$ cat src/rtl/crt_pkg.sv
// Shared definitions for the CRT sync blocks: pulse FSM encoding and the
// default timing constants (all in 1 us ticks).
package crt_pkg;

  typedef enum logic {
    S_HIGH = 1'b0,
    S_LOW  = 1'b1
  } pulse_state_t;

  localparam int DEF_GLITCH_US   = 1;
  localparam int DEF_HMAX_US     = 8;
  localparam int DEF_VMIN_US     = 16;
  localparam int DEF_LINE_MIN_US = 50;
  localparam int DEF_LINE_MAX_US = 80;
  localparam int DEF_VBROAD_N    = 3;
  localparam int DEF_LOCK_N      = 15;

endpackage

$ cat src/rtl/crt_edge_sync.sv
// Two-flop synchronizer for an asynchronous pin, followed by a registered
// previous-level compare that yields one-clk fall/rise strobes.
module crt_edge_sync (
  input  logic clk,
  input  logic reset,
  input  logic async_i,
  output logic level_o,
  output logic fall_o,
  output logic rise_o
);

  logic sync1_q, sync2_q, prev_q;

  // Flops clear to 0 so a pin that is low when reset lifts produces no fall.
  always_ff @(posedge clk) begin
    if (reset) begin
      sync1_q <= 1'b0;
      sync2_q <= 1'b0;
      prev_q  <= 1'b0;
    end else begin
      sync1_q <= async_i;
      sync2_q <= sync1_q;
      prev_q  <= sync2_q;
    end
  end

  assign level_o = sync2_q;
  assign fall_o  = prev_q & ~sync2_q;
  assign rise_o  = ~prev_q & sync2_q;

endmodule

$ cat src/rtl/crt_csyncsep.sv
// Composite-sync separator: classifies low pulses of csync_in by width,
// recovers H/V strobes, and measures line period, lines per field and lock.
module crt_csyncsep
  import crt_pkg::*;
#(
  parameter int GLITCH_US   = DEF_GLITCH_US,
  parameter int HMAX_US     = DEF_HMAX_US,
  parameter int VMIN_US     = DEF_VMIN_US,
  parameter int LINE_MIN_US = DEF_LINE_MIN_US,
  parameter int LINE_MAX_US = DEF_LINE_MAX_US,
  parameter int VBROAD_N    = DEF_VBROAD_N,
  parameter int LOCK_N      = DEF_LOCK_N
) (
  input  logic       clk,
  input  logic       reset,
  input  logic       onemks,
  input  logic       csync_in,
  output logic       hs_stb,
  output logic       vs_stb,
  output logic       vsync,
  output logic [7:0] line_len,
  output logic [8:0] field_lines,
  output logic       locked
);

  localparam int GW = $clog2(LOCK_N + 1);
  localparam logic [5:0]    GLITCH_W = 6'(GLITCH_US);
  localparam logic [5:0]    HMAX_W   = 6'(HMAX_US);
  localparam logic [5:0]    VMIN_W   = 6'(VMIN_US);
  localparam logic [7:0]    LMIN     = 8'(LINE_MIN_US);
  localparam logic [7:0]    LMAX     = 8'(LINE_MAX_US);
  localparam logic [2:0]    VBROAD_C = 3'(VBROAD_N);
  localparam logic [GW-1:0] LOCK_C   = GW'(LOCK_N);

  logic level, fall, rise;

  crt_edge_sync u_edge (
    .clk    (clk),
    .reset  (reset),
    .async_i(csync_in),
    .level_o(level),
    .fall_o (fall),
    .rise_o (rise)
  );

  pulse_state_t  state_q, state_d;
  logic [5:0]    width_q, width_d;
  logic [7:0]    per_q, per_d;
  logic [7:0]    since_q, since_d;
  logic [7:0]    lead_q, lead_d;
  logic [2:0]    broad_q, broad_d;
  logic [GW-1:0] good_q, good_d;
  logic [8:0]    lines_q, lines_d;
  logic [7:0]    len_q, len_d;
  logic [8:0]    field_q, field_d;
  logic          vsync_q, vsync_d;
  logic          hs_q, hs_d;
  logic          vs_q, vs_d;

  always_ff @(posedge clk) begin
    if (reset) begin
      state_q <= S_HIGH;
      width_q <= '0;
      per_q   <= '0;
      since_q <= '0;
      lead_q  <= '0;
      broad_q <= '0;
      good_q  <= '0;
      lines_q <= '0;
      len_q   <= '0;
      field_q <= '0;
      vsync_q <= 1'b0;
      hs_q    <= 1'b0;
      vs_q    <= 1'b0;
    end else begin
      state_q <= state_d;
      width_q <= width_d;
      per_q   <= per_d;
      since_q <= since_d;
      lead_q  <= lead_d;
      broad_q <= broad_d;
      good_q  <= good_d;
      lines_q <= lines_d;
      len_q   <= len_d;
      field_q <= field_d;
      vsync_q <= vsync_d;
      hs_q    <= hs_d;
      vs_q    <= vs_d;
    end
  end

  always_comb begin
    state_d = state_q;
    width_d = width_q;
    per_d   = per_q;
    since_d = since_q;
    lead_d  = lead_q;
    broad_d = broad_q;
    good_d  = good_q;
    lines_d = lines_q;
    len_d   = len_q;
    field_d = field_q;
    vsync_d = vsync_q;
    hs_d    = 1'b0;
    vs_d    = 1'b0;

    if (onemks && per_q != 8'hFF)          per_d   = per_q + 8'd1;
    if (onemks && since_q != 8'hFF)        since_d = since_q + 8'd1;
    if (onemks && !level && width_q != 6'd63) width_d = width_q + 6'd1;

    case (state_q)
      S_HIGH: begin
        if (fall) begin
          state_d = S_LOW;
          width_d = '0;
          lead_d  = per_q;
          since_d = {7'd0, onemks};
        end
      end
      S_LOW: begin
        // Classification uses the width held before this clk's tick.
        if (rise) begin
          state_d = S_HIGH;
          if (width_q > GLITCH_W && width_q <= HMAX_W) begin
            if (lead_q >= LMIN || vsync_q) begin
              hs_d    = 1'b1;
              len_d   = lead_q;
              lines_d = (lines_q == 9'h1FF) ? lines_q : lines_q + 9'd1;
              broad_d = '0;
              vsync_d = 1'b0;
              per_d   = (since_q == 8'hFF) ? since_q : since_q + {7'd0, onemks};
              if (lead_q >= LMIN && lead_q <= LMAX)
                good_d = (good_q == LOCK_C) ? good_q : good_q + GW'(1);
              else
                good_d = '0;
            end
          end else if (width_q > HMAX_W && width_q < VMIN_W) begin
            broad_d = '0;
          end else if (width_q >= VMIN_W) begin
            broad_d = (broad_q == 3'd7) ? broad_q : broad_q + 3'd1;
            if (broad_d == VBROAD_C && !vsync_q) begin
              vs_d    = 1'b1;
              vsync_d = 1'b1;
              field_d = lines_q;
              lines_d = '0;
            end
          end
        end
      end
    endcase

    // A saturated period means the sync source has gone away.
    if (per_q == 8'hFF) begin
      good_d  = '0;
      broad_d = '0;
      vsync_d = 1'b0;
    end
  end

  assign hs_stb      = hs_q;
  assign vs_stb      = vs_q;
  assign vsync       = vsync_q;
  assign line_len    = len_q;
  assign field_lines = field_q;
  assign locked      = (good_q == LOCK_C);

endmodule

$ cat config.mk
export PLATFORM = sky130hd
export DESIGN_NAME = crt_csyncsep
export DESIGN_NICKNAME = d
export VERILOG_FILES = /design/src/rtl/crt_pkg.sv /design/src/rtl/crt_edge_sync.sv /design/src/rtl/crt_csyncsep.sv
export SDC_FILE = /design/constraint.sdc
export NUM_CORES = 1
export LEC_CHECK = 0
export ABC_AREA = 1
export CORE_MARGIN = 2
export CORE_UTILIZATION = 59
export DETAILED_ROUTE_END_ITERATION = 16
export PLACE_DENSITY_LB_ADDON = 0.3
export SYNTH_ARGS = -nofsm -noshare
export SYNTH_HDL_FRONTEND = slang
export SYNTH_SLANG_ARGS = --single-unit
$ cat constraint.sdc
create_clock -name clk -period 1.85 [get_ports clk]
set_input_delay 0.37 -clock clk [delete_from_list [all_inputs] [get_ports clk]]
set_output_delay 0.37 -clock clk [all_outputs]
set_load 0.005 [all_outputs]
# Yosys cells after proc, flatten, opt, wreduce, memory -nomap -nowiden
# Index checks and enable logic that the tools add are counted.
# W data, S select, Z words.
# totals
reg_bits	70
out_inout_bits	21
# op_classes
n_mux	35
n_lt_le_gt_ge	7
bitwise	9
add_sub_neg	7
reduce_logical	24
n_eq_ne	13
# ops
cell	n
$mux W8	9
$mux W9	6
$mux W6	3
$add A8 B1 Y8 const B	2
$eq A8 B8 Y1 const B	2
$ne A8 B8 Y1 const B	2
$mux W3	5
$reduce_and A6 Y1	2
$add A9 B1 Y9 const B	1
$eq A9 B9 Y1 const B	1
$mux W1	9
$add A8 B1 Y8	1
$ge A8 B6 Y1 const B	1
$le A8 B7 Y1 const B	1
$logic_and A1 B1 Y1	8
$mux W4	2
$reduce_and A4 Y1	2
$not A1 Y1	7
$reduce_and A7 Y1	1
$add A6 B1 Y6 const B	1
$ge A6 B5 Y1 const B	1
$gt A6 B1 Y1 const B	1
$gt A6 B4 Y1 const B	1
$le A6 B4 Y1 const B	1
20 further kinds	25

# Longest topological paths before layout
# logic_depth
word_depth	8
ltp_mapped	13

# Cells and area by module
# From an unflattened synthesis, not the netlist that was laid out.
# hier_totals
cells_unflattened	516
area_unflattened_um2	3639.7
# modules_own_cells
mod	area_each_um2	instances	seq_area_each_um2	cells_per_inst
crt_csyncsep	3545.9	1	1341.3	504
crt_edge_sync	93.8	1	60.1	12

# Worst setup path after synthesis
# OpenSTA, ideal clock, no wires.
# synth_path
path_kind	register to register
from	register width_q[0]
to	register per_q[6]
slack_ns	0.177
required_time_ns	1.735
stages_incl_launch_ff	13
arrival_ns	1.558
synth_period_minus_slack_ns	1.673
n_path_buf	1
cell_sequence	dfxtp_1 inv_1 ha_1 inv_1 nand2_1 nand2_2 inv_2 nor2_8 nand3_4 inv_4 buf_8 nand3_2 o21a_1
# synth_via
elab_chain_len	5
# synth_rtl
item	line_no	text
from (decl)	crt_csyncsep.sv:47	logic [5:0] width_q, width_d;
from (signal assigned)	crt_csyncsep.sv:77	width_q <= width_d;
$gt A6 B1 Y1 / $le A6 B4 Y1 (equally long branches)	crt_csyncsep.sv:124	if (width_q > GLITCH_W && width_q <= HMAX_W) begin
$logic_and A1 B1 Y1 *	crt_csyncsep.sv:124	
$mux W8 *	crt_csyncsep.sv:124	
$mux W8 *	crt_csyncsep.sv:122	if (rise) begin
$mux W8 *	crt_csyncsep.sv:111	case (state_q)
to (signal assigned)	crt_csyncsep.sv:78	per_q <= per_d;
to (decl)	crt_csyncsep.sv:48	logic [7:0] per_q, per_d;
# Mark *: on every way between the ends. The rest lies on a longest branch, timed or not.
# A chain may end at the register's enable or synchronous reset.

# Worst setup path after layout
# layout_path
from	register lines_q[0]
to	register lines_q[8]
# layout_via
elab_chain_len	4
# layout_rtl
item	line_no	text
from (decl)	crt_csyncsep.sv:53	logic [8:0] lines_q, lines_d;
from (signal assigned)	crt_csyncsep.sv:83	lines_q <= lines_d;
$add A9 B1 Y9	crt_csyncsep.sv:128	lines_d = (lines_q == 9'h1FF) ? lines_q : lines_q + 9'd1;
$mux W9	crt_csyncsep.sv:128	
$mux W9	crt_csyncsep.sv:125	if (lead_q >= LMIN || vsync_q) begin
$mux W9	crt_csyncsep.sv:124	
# Several ways; a longest one is shown, not always the timed one. The select of a mux whose other input is x is not followed.

==> qor_table.md <==
| Step | Result | Reported |
|:---|:---|:---|
| worst setup path | Endpoint required time on the critical path | 2.10 ns |
| worst setup path | Critical Path Max Stage Delay | 0.36 ns |
| floorplan | Chip height | 82.2 um |
| power and ir drop | Leak pwr | 1.84 nW |
| grt | Number of global-route vias before repair | 3061 |
| flow run | MaxCap Viol Count | 0 |
| worst setup path | Sum of buffers and inverters on the critical path | 2 |
| logic synthesis | Flop and latch count out of synthesis | 70 |
| sta | Final Hold Vio Count | 0 |
| cells and area | Area growth syn-to-layout | 22.6% |
| sta | RSZ-0062 raised after global routing | yes |
| clock network | Clock root buffer master | sky130_fd_sc_hd__clkbuf_8 |
| sta | Worst slew slack as a fraction of its limit | 73.3% |
| worst setup path | Capturing element type of the critical path | register |
| floorplan | Area enclosed by the die boundary | 6760 um2 |
| worst setup path | R2r endpoint | lines_q[8]$_SDFFE_PP0P_ |
| hold path | Instance count along the most critical hold path | 2 |
| worst setup path | Worst path slowest cell | sky130_fd_sc_hd__a21oi_4 |
| sta | Actual slew at the worst max-slew pin | 0.400 ns |
| cells and area | Commonest non-fill, non-tap cell in the layout | sky130_fd_sc_hd__nand2_1 |
| power and ir drop | Peak VDD IR | 0.000446 V |
| hold path | Worst min-delay path class | reg -> reg |
| cells and area | Final Non-Filler Cells | 651 |
| logic synthesis | Synthesized instance count | 518 |
| clock network | Clock tree from TritonCTS | built |
| detailed routing | Detailed router's first-iteration violation count | 201 |
| clock network | Deepest level of the CTS H-tree | 3 |
| floorplan | Initial Util | 60.9% |
| placed design | Final weighted congestion in routability-driven placement | 0.912 |
| floorplan | Placement Rows | 28 |
| cells and area | Fraction of final layout cells sized beyond drive strength 1 | 17.2% |
| worst setup path | Crit path cell chain | ha_4, nand2_2, inv_2, nand2_2, nor3_2, ha_2, inv_2, nand4_1, a21oi_4, nand3_2, nand2_1, nor2_1 |
| power and ir drop | Internal cell power | 0.00223 W |
| clock network | Buffers from clock root to sink, at most | 2 |
| detailed routing | Routed len/inst | 13.0 um |
| logic synthesis | Yosys cell types | 34 |
| power and ir drop | Power Dens Cells | 687 nW/um2 |
| floorplan | Boundary pin count | 25 |
| worst setup path | Largest driver fanout on the critical path | 5 |
| detailed routing | First-pass detailed-route iteration total | 5 |
| outcome | Violations in the final reports | negative setup slack |
| logic synthesis | Area of the mapped netlist | 3610 um2 |
| worst setup path | Worst Path Class, Setup | reg -> reg |
| worst setup path | Largest delay share family, worst path | simple AND/OR/NAND/NOR gates |
| clock network | Cts bufs inserted | 9 |
| worst setup path | Worst reg2reg setup slack | -0.08 ns |
| clock network | Clock tree sinks | 70 |
| logic synthesis | Part of the Yosys area used for sequential elements | 38.8% |
| sta | Fmax | 517 MHz |
| logic synthesis | YS warnings | 0 |
| detailed routing | Vias/cell | 5.38 |
| hold path | End of the worst hold path | u_edge.level_o$_SDFF_PP0_ |
| sta | Time the final worst path needs with I/O delays and setup | 1.93 ns |
| worst setup path | Arr. time, crit path | 2.18 ns |
| sta | Max-slew violation total from the final report | 0 |
| detailed routing | Antenna violation net count after detailed routing | 0 |
| grt | Global router's overall resource usage | 25.0% |
| hold path | Critical hold path startpoint | u_edge.sync1_q$_SDFF_PP0_ |
| detailed routing | Vias after detailed routing | 3501 |
| cells and area | Core Util, Final | 74.7% |
| logic synthesis | Syn nets | 534 |
| logic synthesis | Average cell area after synthesis | 6.97 um2 |
| detailed routing | DRC viols | 0 |
| sta | Final setup fails | 5 |
| worst setup path | Worst reg2reg path startpoint | lines_q[0]$_SDFFE_PP0P_ |
| sta | Setup ws final | -0.0827 ns |
| cells and area | Antenna diode instance count | 0 |
| clock network | Clk pin slew, worst setup/hold paths | 0.08 ns |
| worst setup path | Worst reg-to-reg path cell count | 12 |
| clock network | Clock insertion delay at the later pin of the skew report | 0.35 ns |
| cells and area | # nets final | 587 |
| sta | Final period utilization | 104% |
| placed design | Count of placed standard cells including taps | 624 |
| grt | First-pass GRT wire length | 13100 um |
| grt | Antenna violations before repair | 0 |
| power and ir drop | Net Sw Frac | 26.5% |
| power and ir drop | Power share of the combinational group | 10.0% |
| detailed routing | Total routed wirelength | 8480 um |
| grt | Pin count of the biggest net entering global routing | 17 |
| cells and area | Commonest cells after routing, fill and taps aside | sky130_fd_sc_hd__nand2_1, sky130_fd_sc_hd__nor2_1, sky130_fd_sc_hd__dfxtp_1 |
| floorplan | Die Wd | 82.2 um |
| grt | Total gr overflow | 0 |
| power and ir drop | Part of the power in registers | 51.7% |
| outcome | Run status | finished, violations left |
| power and ir drop | Clk pwr share | 38.4% |
| worst setup path | Critical path launch point type | register |
| cells and area | Fill cell total of the finished layout | 441 |
| placed design | Half-perimeter wire length of the detailed placement result | 5570 um |
| sta | Skew final | 0.00966 ns |
| clock network | Hold buffer count at CTS | 0 |
| power and ir drop | Net Sw Power | 0.000805 W |
| floorplan | Core ar. | 5920 um2 |
| placed design | Count of buffers from port buffering | 24 |
## synthesized netlist by cell type (all sizes together)
| cell | number | area, um2 |
|---|---|---|
| nand2 | 113 | 434 |
| nor2 | 95 | 390 |
| dfxtp | 70 | 1400 |
| inv | 59 | 224 |
| nand3 | 39 | 218 |
| o21ai | 39 | 203 |
| a21oi | 32 | 171 |
| nor3 | 16 | 90.1 |
| xor2 | 14 | 123 |
| ha | 12 | 150 |
| a211oi | 7 | 52.6 |
| nand4 | 6 | 43.8 |
| buf | 5 | 41.3 |
| clkbuf | 4 | 15.0 |
| xnor2 | 3 | 26.3 |
| clkinv | 1 | 3.75 |
| nor3b | 1 | 7.51 |
| o21a | 1 | 7.51 |
| or2 | 1 | 6.26 |
## routing by layer
layer / up-vias / part of all wire (%) / global-route usage (%) / wire length (um)
met5: - / 0 / 0 / 0
met4: 0 / 2.0 / 12.2 / 166
met3: 22 / 4.3 / 4.35 / 362
met2: 101 / 47 / 41.3 / 4020
met1: 1602 / 46 / 31.5 / 3930
li1: 1776 / - / - / -
## cell type report
class	count	area (um2)	area share (%)
multi-input combinational	380	2060	46.5
clock inverter	3	17.5	0.396
inverter	60	238	5.37
clock buffer	13	169	3.82
tap	75	93.8	2.12
timing repair buffer	50	438	9.90
sequential	70	1410	31.9
## registers in the layout, indices dropped and copies added, names as in the netlist, 3 cells and up
register     flops
good_q           4
per_q            8
width_q          6
field_lines      9
lead_q           8
broad_q          3
since_q          8
lines_q          9
line_len         8
## how the worst max path moves through the flow
stage	to	cells past startpoint	start	slack [ns]
2_1_floorplan	per_q[6]$_SDFF_PP0_	12	width_q[0]$_SDFF_PP0_	0.18
3_3_place_gp	lines_q[0]$_SDFFE_PP0P_	12	lines_q[1]$_SDFFE_PP0P_	0.007
3_5_place_dp	lines_q[6]$_SDFFE_PP0P_	11	lines_q[1]$_SDFFE_PP0P_	-0.03
4_1_cts	lines_q[1]$_SDFFE_PP0P_	12	lines_q[0]$_SDFFE_PP0P_	0.004
5_1_grt	lines_q[8]$_SDFFE_PP0P_	12	lines_q[1]$_SDFFE_PP0P_	-0.18
6_report	lines_q[8]$_SDFFE_PP0P_	12	lines_q[0]$_SDFFE_PP0P_	-0.08
## worst reg2reg max path: cells and delay by family, from the launching register on
| kind | cells | cell delay (ns) |
|---|---|---|
| adder cells (fa/ha/maj) | 2 | 0.36 |
| AO/OA/AOI/OAI | 1 | 0.36 |
| buffers and inverters | 2 | 0.09 |
| AND/OR/NAND/NOR | 7 | 0.67 |
| flip-flops | 1 | 0.34 |
## logic make-up after synthesis
family	share of synthesized area, %
fa+ha+maj	4.16
buf+inv	7.87
xor+xnor	4.13
compound gates	12.0
flops	38.8
simple gates	33.0
## power groups by stage
stage | sequential (W) | combinational (W) | clock (W)
2_1_floorplan | 0.00159 | 0.000205 | 0
3_3_place_gp | 0.00160 | 0.000268 | 0
3_5_place_dp | 0.00160 | 0.000274 | 0
4_1_cts | 0.00157 | 0.000283 | 0.00119
5_1_grt | 0.00157 | 0.000337 | 0.00125
6_report | 0.00157 | 0.000302 | 0.00117
## what timing repair did
item,in CTS,in global routing
pin swaps,6,12
cloned,1,0
buffers inserted,5,5
resized for setup,9,36
setup endpoints to repair,11,30
## per-stage QoR
step	total power, W	setup slack [ns]	area [um2]	hold slack [ns]	TNS (ns)
CTS	0.00304	0.00366	4260	0.413	0
global placement	0.00187	0.00666	4010	0.394	0
detailed placement	0.00188	-0.0285	4010	0.399	-0.125
floorplan	0.00180	0.177	3610	0.388	0
finish	0.00304	-0.0827	4420	0.411	-0.292
global route	0.00316	-0.181	4420	0.437	-1.10
(Power assumes the default switching activity.)
